### config.mk
export PLATFORM = sky130hd
export DESIGN_NAME = conv_layer_scheduler
export DESIGN_NICKNAME = d
export VERILOG_FILES = /design/src/rtl/conv_pkg.sv /design/src/rtl/conv_tap_addr_gen.sv /design/src/rtl/conv_layer_scheduler.sv
export SDC_FILE = /design/constraint.sdc
export NUM_CORES = 1
export LEC_CHECK = 0
export CAP_MARGIN = 20
export CORE_MARGIN = 2
export CORE_UTILIZATION = 55
export DETAILED_ROUTE_END_ITERATION = 16
export PLACE_DENSITY = 0.89
export SLEW_MARGIN = 5
export SYNTH_ARGS = -nofsm -noshare
export SYNTH_HDL_FRONTEND = slang
export SYNTH_SLANG_ARGS = --single-unit
### constraint.sdc
create_clock -name clk -period 5.5 [get_ports clk]
set_input_delay 1.1 -clock clk [delete_from_list [all_inputs] [get_ports clk]]
set_output_delay 1.1 -clock clk [all_outputs]
set_load 0.02 [all_outputs]
### src/rtl/conv_pkg.sv
// Shared definitions for the CNN layer scheduler: memory selects, FSM states, tap offsets.
// No logic of its own; constants and pure functions only.
// Not applicable: no flow control lives here.
package conv_pkg;

  localparam int IMG_W_DEF = 64;

  // Layer-memory select encodings driven on csel
  localparam logic [2:0] CSEL_NONE = 3'b000;
  localparam logic [2:0] CSEL_L0   = 3'b001;
  localparam logic [2:0] CSEL_L1   = 3'b011;

  // Last index of the 3x3 kernel walk and of the 2x2 pool window walk
  localparam logic [3:0] TAP_LAST  = 4'd8;
  localparam logic [3:0] POOL_LAST = 4'd3;

  typedef enum logic [2:0] {
    IDLE,
    CONV_ADDR,
    CONV_WAIT,
    CONV_WR,
    POOL_RD,
    POOL_WAIT,
    POOL_WR
  } state_t;

  // Column offset table for kernel tap k = 3*(dy+1) + (dx+1), two's complement
  function automatic logic [1:0] tap_dx(input logic [3:0] k);
    case (k)
      4'd0, 4'd3, 4'd6: tap_dx = 2'b11;
      4'd1, 4'd4, 4'd7: tap_dx = 2'b00;
      default:          tap_dx = 2'b01;
    endcase
  endfunction

  // Row offset table for kernel tap k, two's complement
  function automatic logic [1:0] tap_dy(input logic [3:0] k);
    case (k)
      4'd0, 4'd1, 4'd2: tap_dy = 2'b11;
      4'd3, 4'd4, 4'd5: tap_dy = 2'b00;
      default:          tap_dy = 2'b01;
    endcase
  endfunction

endpackage

### src/rtl/conv_tap_addr_gen.sv
// Maps pixel (x,y) and kernel tap k to an image-ROM address plus an out-of-image pad flag.
// Purely combinational, zero cycles.
// No flow control; the caller decides when the result is used.
module conv_tap_addr_gen
  import conv_pkg::*;
#(
  parameter int IMG_W  = IMG_W_DEF,
  parameter int ADDR_W = 12,
  localparam int CW    = $clog2(IMG_W)
) (
  input  logic [CW-1:0]     x,
  input  logic [CW-1:0]     y,
  input  logic [3:0]        k,
  output logic [ADDR_W-1:0] addr,
  output logic              pad
);

  logic [1:0]    dx;
  logic [1:0]    dy;
  logic [CW+1:0] xs;
  logic [CW+1:0] ys;

  assign dx = tap_dx(k);
  assign dy = tap_dy(k);

  // Two guard bits: bit CW+1 flags a -1 underflow, bit CW flags reaching IMG_W
  always_comb begin
    xs   = {2'b00, x} + {{CW{dx[1]}}, dx};
    ys   = {2'b00, y} + {{CW{dy[1]}}, dy};
    pad  = xs[CW+1] | xs[CW] | ys[CW+1] | ys[CW];
    addr = pad ? '0 : {ys[CW-1:0], xs[CW-1:0]};
  end

endmodule

### src/rtl/conv_layer_scheduler.sv
// Sequences 3x3 zero-padded conv into layer 0, then 2x2/2 max-pool into layer 1.
// Outputs registered; tap/pool valids trail their address cycle by one (1-cycle memories).
// No backpressure: ready only starts a run from IDLE and is ignored while busy.
module conv_layer_scheduler
  import conv_pkg::*;
#(
  parameter int IMG_W  = IMG_W_DEF,
  parameter int ADDR_W = 12
) (
  input  logic              clk,
  input  logic              reset,
  input  logic              ready,
  output logic              busy,
  output logic [ADDR_W-1:0] iaddr,
  output logic              tap_vld,
  output logic [3:0]        tap_idx,
  output logic              tap_pad,
  output logic              tap_first,
  output logic              crd,
  output logic [ADDR_W-1:0] caddr_rd,
  output logic              pool_vld,
  output logic              pool_first,
  output logic              cwr,
  output logic [ADDR_W-1:0] caddr_wr,
  output logic [2:0]        csel
);

  localparam int            CW        = $clog2(IMG_W);
  localparam logic [CW-1:0] XY_ONE    = CW'(1);
  localparam logic [CW-1:0] XY_LAST   = CW'(IMG_W - 1);
  localparam logic [CW-1:0] PXY_LAST  = CW'(IMG_W / 2 - 1);

  state_t            state;
  state_t            state_nxt;
  // x/y hold the conv pixel, and are reused as px/py during the pool phase
  logic [CW-1:0]     x;
  logic [CW-1:0]     y;
  logic [CW-1:0]     x_nxt;
  logic [CW-1:0]     y_nxt;
  // k is the kernel tap in conv and the 2x2 window element in pool
  logic [3:0]        k;
  logic [3:0]        k_nxt;

  logic [ADDR_W-1:0] gen_addr;
  logic              gen_pad;
  logic              addr_pad;
  logic [ADDR_W-1:0] pool_rd_addr;
  logic [ADDR_W-1:0] conv_wr_addr;
  logic [ADDR_W-1:0] pool_wr_addr;

  // Address is generated from the upcoming counters so it lands in the register with the state
  conv_tap_addr_gen #(
    .IMG_W  (IMG_W),
    .ADDR_W (ADDR_W)
  ) u_tap_addr_gen (
    .x    (x_nxt),
    .y    (y_nxt),
    .k    (k_nxt),
    .addr (gen_addr),
    .pad  (gen_pad)
  );

  // Window element k walks (2py,2px),(2py,2px+1),(2py+1,2px),(2py+1,2px+1)
  assign pool_rd_addr = {y_nxt[CW-2:0], k_nxt[1], x_nxt[CW-2:0], k_nxt[0]};
  assign conv_wr_addr = {y, x};
  assign pool_wr_addr = {2'b00, y[CW-2:0], x[CW-2:0]};

  // State and scan-counter register
  always_ff @(posedge clk or posedge reset) begin
    if (reset) begin
      state <= IDLE;
      x     <= '0;
      y     <= '0;
      k     <= '0;
    end else begin
      state <= state_nxt;
      x     <= x_nxt;
      y     <= y_nxt;
      k     <= k_nxt;
    end
  end

  // Next state and counter advance; bounds are explicit compares, never wrap-around
  always_comb begin
    state_nxt = state;
    x_nxt     = x;
    y_nxt     = y;
    k_nxt     = k;
    unique case (state)
      IDLE: begin
        if (ready) begin
          state_nxt = CONV_ADDR;
          x_nxt     = '0;
          y_nxt     = '0;
          k_nxt     = '0;
        end
      end
      CONV_ADDR: begin
        if (k == TAP_LAST) state_nxt = CONV_WAIT;
        else               k_nxt     = k + 4'd1;
      end
      CONV_WAIT: state_nxt = CONV_WR;
      CONV_WR: begin
        k_nxt     = '0;
        state_nxt = CONV_ADDR;
        if (x == XY_LAST) begin
          x_nxt = '0;
          if (y == XY_LAST) begin
            y_nxt     = '0;
            state_nxt = POOL_RD;
          end else begin
            y_nxt = y + XY_ONE;
          end
        end else begin
          x_nxt = x + XY_ONE;
        end
      end
      POOL_RD: begin
        if (k == POOL_LAST) state_nxt = POOL_WAIT;
        else                k_nxt     = k + 4'd1;
      end
      POOL_WAIT: state_nxt = POOL_WR;
      POOL_WR: begin
        k_nxt     = '0;
        state_nxt = POOL_RD;
        if (x == PXY_LAST) begin
          x_nxt = '0;
          if (y == PXY_LAST) begin
            y_nxt     = '0;
            state_nxt = IDLE;
          end else begin
            y_nxt = y + XY_ONE;
          end
        end else begin
          x_nxt = x + XY_ONE;
        end
      end
      default: state_nxt = IDLE;
    endcase
  end

  // Output register: strobes/addresses from the upcoming state, valids from the current one
  always_ff @(posedge clk or posedge reset) begin
    if (reset) begin
      busy       <= 1'b0;
      iaddr      <= '0;
      addr_pad   <= 1'b0;
      tap_vld    <= 1'b0;
      tap_idx    <= '0;
      tap_pad    <= 1'b0;
      tap_first  <= 1'b0;
      crd        <= 1'b0;
      caddr_rd   <= '0;
      pool_vld   <= 1'b0;
      pool_first <= 1'b0;
      cwr        <= 1'b0;
      caddr_wr   <= '0;
      csel       <= CSEL_NONE;
    end else begin
      busy <= (state_nxt != IDLE);

      if (state_nxt == CONV_ADDR) begin
        iaddr    <= gen_addr;
        addr_pad <= gen_pad;
      end
      tap_vld   <= (state == CONV_ADDR);
      tap_idx   <= k;
      tap_pad   <= (state == CONV_ADDR) && addr_pad;
      tap_first <= (state == CONV_ADDR) && (k == 4'd0);

      crd <= (state_nxt == POOL_RD);
      if (state_nxt == POOL_RD) caddr_rd <= pool_rd_addr;
      pool_vld   <= (state == POOL_RD);
      pool_first <= (state == POOL_RD) && (k == 4'd0);

      cwr <= (state_nxt == CONV_WR) || (state_nxt == POOL_WR);
      if (state_nxt == CONV_WR)      caddr_wr <= conv_wr_addr;
      else if (state_nxt == POOL_WR) caddr_wr <= pool_wr_addr;

      case (state_nxt)
        CONV_WR, POOL_RD: csel <= CSEL_L0;
        POOL_WR:          csel <= CSEL_L1;
        default:          csel <= CSEL_NONE;
      endcase
    end
  end

endmodule

==> results of run 1 <==
==> where the power goes <==
part	total (mW)	switching [mW]	internal (mW)	leakage [nW]
Sequential	0.514	0	0.514	0.841
Combinational	0.0127	0.0108	0.00190	1.04
Clock	0.557	0.198	0.359	0.132
==> flip-flops by register name (all words and copies together), names as in the netlist, 2 cells and up <==
| name | cells |
|---|---|
| caddr_wr | 12 |
| tap_idx | 4 |
| x | 6 |
| caddr_rd | 12 |
| y | 6 |
| state | 3 |
| csel | 2 |
| k | 4 |
| iaddr | 12 |
==> path summary, 6_finish.rpt <==
check                      slack, ns                     to  cells after the start                from
setup reg to reg                0.85  iaddr[11]$_DFFE_PP0N_                     20  state[1]$_DFF_PP0_
max in group asynchronous       3.46         y[3]$_DFF_PP0_                      3               reset
min in group asynchronous       1.08   iaddr[4]$_DFFE_PP0N_                      2               reset
setup / recovery                0.46  iaddr[11]$_DFFE_PP0N_                     21               ready
hold / removal                  0.48   tap_idx[1]$_DFF_PP0_                      0      k[1]$_DFF_PP0_
hold reg to reg                 0.48   tap_idx[1]$_DFF_PP0_                      0      k[1]$_DFF_PP0_
==> through the flow <==
stage	util	power (mW)	hold WS (ns)	instance area [µm²]
6_report	0.6892	1.084	0.4824	4631
5_1_grt	0.6892	1.112	0.5162	4631
4_1_cts	0.6892	1.090	0.4899	4631
3_5_place_dp	0.6490	0.5380	0.4777	4360
3_3_place_gp	0.6490	0.5374	0.4682	4360
2_1_floorplan	-	0.5334	0.3745	3776
==> layer usage <==
| metal | vias up | routed length [µm] |
|---|---|---|
| li1 | 1420 | - |
| met1 | 1456 | 3855 |
| met2 | 78 | 3998 |
| met3 | 14 | 384 |
| met4 | 0 | 143 |
| met5 | - | 0 |
==> synthesized netlist by cell type, drive strengths merged, types with 3 or more instances <==
cell,number
or2,3
o31ai,5
nand2,26
nor2,14
nand3,8
a21oi,17
nor3,9
nor3b,7
a221oi,4
a211oi,5
mux2i,3
nand2b,10
buf,6
a22o,13
o21ai,28
clkbuf,14
xor2,5
ha,18
o311a,4
o21a,3
mux2,16
o21bai,3
xnor2,6
dfrtp,70
and2,4
nor2b,10
o22ai,6
inv,14
a21o,7
==> layout make-up <==
class	instances	area share
multi-input combinational	260	0.4050
sequential	70	0.3783
timing repair buffer	60	0.1254
clock buffer	10	0.02972
clock inverter	6	0.02864
tap	80	0.02162
inverter	14	0.01135
==> logic make-up (layout without fill, tap and decap cells) <==
logic type / count (synthesis) / in the layout
AOI/OAI and AO/OA: 105 / 105
xor gates and xnor gates: 11 / 11
adders and majority gates: 20 / 20
buffers and inverters: 34 / 90
DFF: 70 / 70
muxes: 19 / 19
other: 1 / 1
and+or+nand+nor: 104 / 104
==> results.cfg, run 1 <==
[clock_network]
htreeDepth = 3
clock_latency_ns = 0.35
hold_buffers = 0
path_clk_slew_ns = 0.07
clock_sinks = 70
root_buffer = clkbuf_8
cts.repair.resized = 0
cts_buffer_depth = 2
cts-buffers-inserted = 9
cts_tree = done
post_cts_buffers = 0

[global_route]
grt_usage = 0.2401
grt_use_met2 = 0.3692
grt-busiest-layer = met2
grt_pass1_vias = 2987
grt_pass1_wl_um = 14200
gr-usage-met1 = 0.3288
overflow = 0
grtUsageMet3 = 0.05403
grt_max_degree = 49
antenna_found_initial = 0

[floorplan]
row_count = 30
die_h_um = 86.86
core_area_um2 = 6719
start_util = 0.5620
die-area_um2 = 7545
die_x_um = 86.86
boundaryPins = 54

[timing]
rsz0062_at_grt = false
max_freq_ghz = 0.1985
final.setup.tns_ns = 0
finalHoldViolations = 0
worstMarginPinSlew_ns = 0.6606
fin_crit_sh = 0.9161
skew_ns = 0.008307
period_minus_slack_ns = 5.039
worst_slack_ns = 0.4613
maxSlewViolCount = 0
setup-violations-final = 0
relSlewSlack = 0.5550

[synthesis]
synth-simple-area-share = 0.1491
syn-num-nets = 387
synth-xor-area-share = 0.02551
ys_warn_count = 0
ys_seq_elements = 70
postSynthCellCount = 364
yosysSeqAreaShare = 0.4639
synth_top_area_frac = 0.4639
synth_enable_flop_cells = 0
synthArstFlopShare = 1.000
synth.distinct_cells = 58
avgSynthCellArea_um2 = 10.37
synth-compound-area-share = 0.1952
synth_top_family_by_area = compound AO/OA/AOI/OAI gates
syn_area_um2 = 3776
synthAdderAreaFrac = 0.07025
synthFlopType = dfrtp_1
synth_mux_area_frac = 0.05567
yosysTopAreaCell = dfrtp_1
yosys-top-cells-area = dfrtp_1 46%, ha_1 6.0%, mux2_2 4.8%, o21ai_0 3.4%, a22o_1 3.0%

[min_path]
hp-class = flop to flop

[final_layout]
final_common_cell = dfrtp_1
seq_area_um2 = 1752
nNetsFinal = 438
diodes = 0
final_cells = 500
syn_to_final_growth_pct = 22.63
layout_common_cells = 70 x dfrtp_1, 52 x clkdlybuf4s50_1, 26 x nand2_1, 26 x o21ai_0, 18 x ha_1
multi_input_area_um2 = 1876
nFillCells = 476
drive_gt1_frac = 0.1286

[worst_setup_path]
max_stage_delay_ns = 0.54
crit_path_end_kind = flop
path_cells = clkdlybuf4s50_1 -> nand2b_1 -> a21oi_1 -> o21ai_1 -> a21oi_2 -> inv_2 -> and2_1 -> nor2_1 -> mux2i_1 -> or2_2 -> ha_1 -> fa_1 -> a21o_1 -> a21oi_1 -> nor2b_1 -> o21a_1 -> nor3_1 -> o31ai_1 -> a211oi_2 -> buf_4 -> a22o_1
critPathSlowestCell = clkdlybuf4s50_1
criticalPathCategory = input pin to flop
crit_required_ns = 5.78
crit_top_cell = a21oi_1
critPathMaxFanout = 13
path_buf_inv = 3
path_delay_family = compound AO/OA/AOI/OAI gates
cp.arrival_ns = 5.32
start_kind = input pin

[detailed_routing]
drtIter0Drc = 274
drc = 0
wl_per_cell_um = 16.76
wl_um = 8382
vias = 2968
viasPerCell = 5.936
dr.pass1.iters = 4
ant_nets = 0

[power_and_ir_drop]
peakVddDrop_mv = 0.1401
p_leak_nw = 2.015
pwr_density_cell_nw_per_um2 = 234.1

[place]
port_buffers = 52
dpl.cell_count = 484
gp_congestion = 0.8765
hpwl_um = 5889
pre_cts_slack_ns = 0.09953

[status]
status = finished, final reports clean

[flow_run]
cap_violations = 0
(Power assumes the default switching activity.)
==> inputs of run 2 (changes only) <==
- GPL_ROUTABILITY_DRIVEN: default -> 0
- SLEW_MARGIN: 5 -> 20
==> results of run 2 <==
Final layout, timing and power as in run 1 (identical DEF).
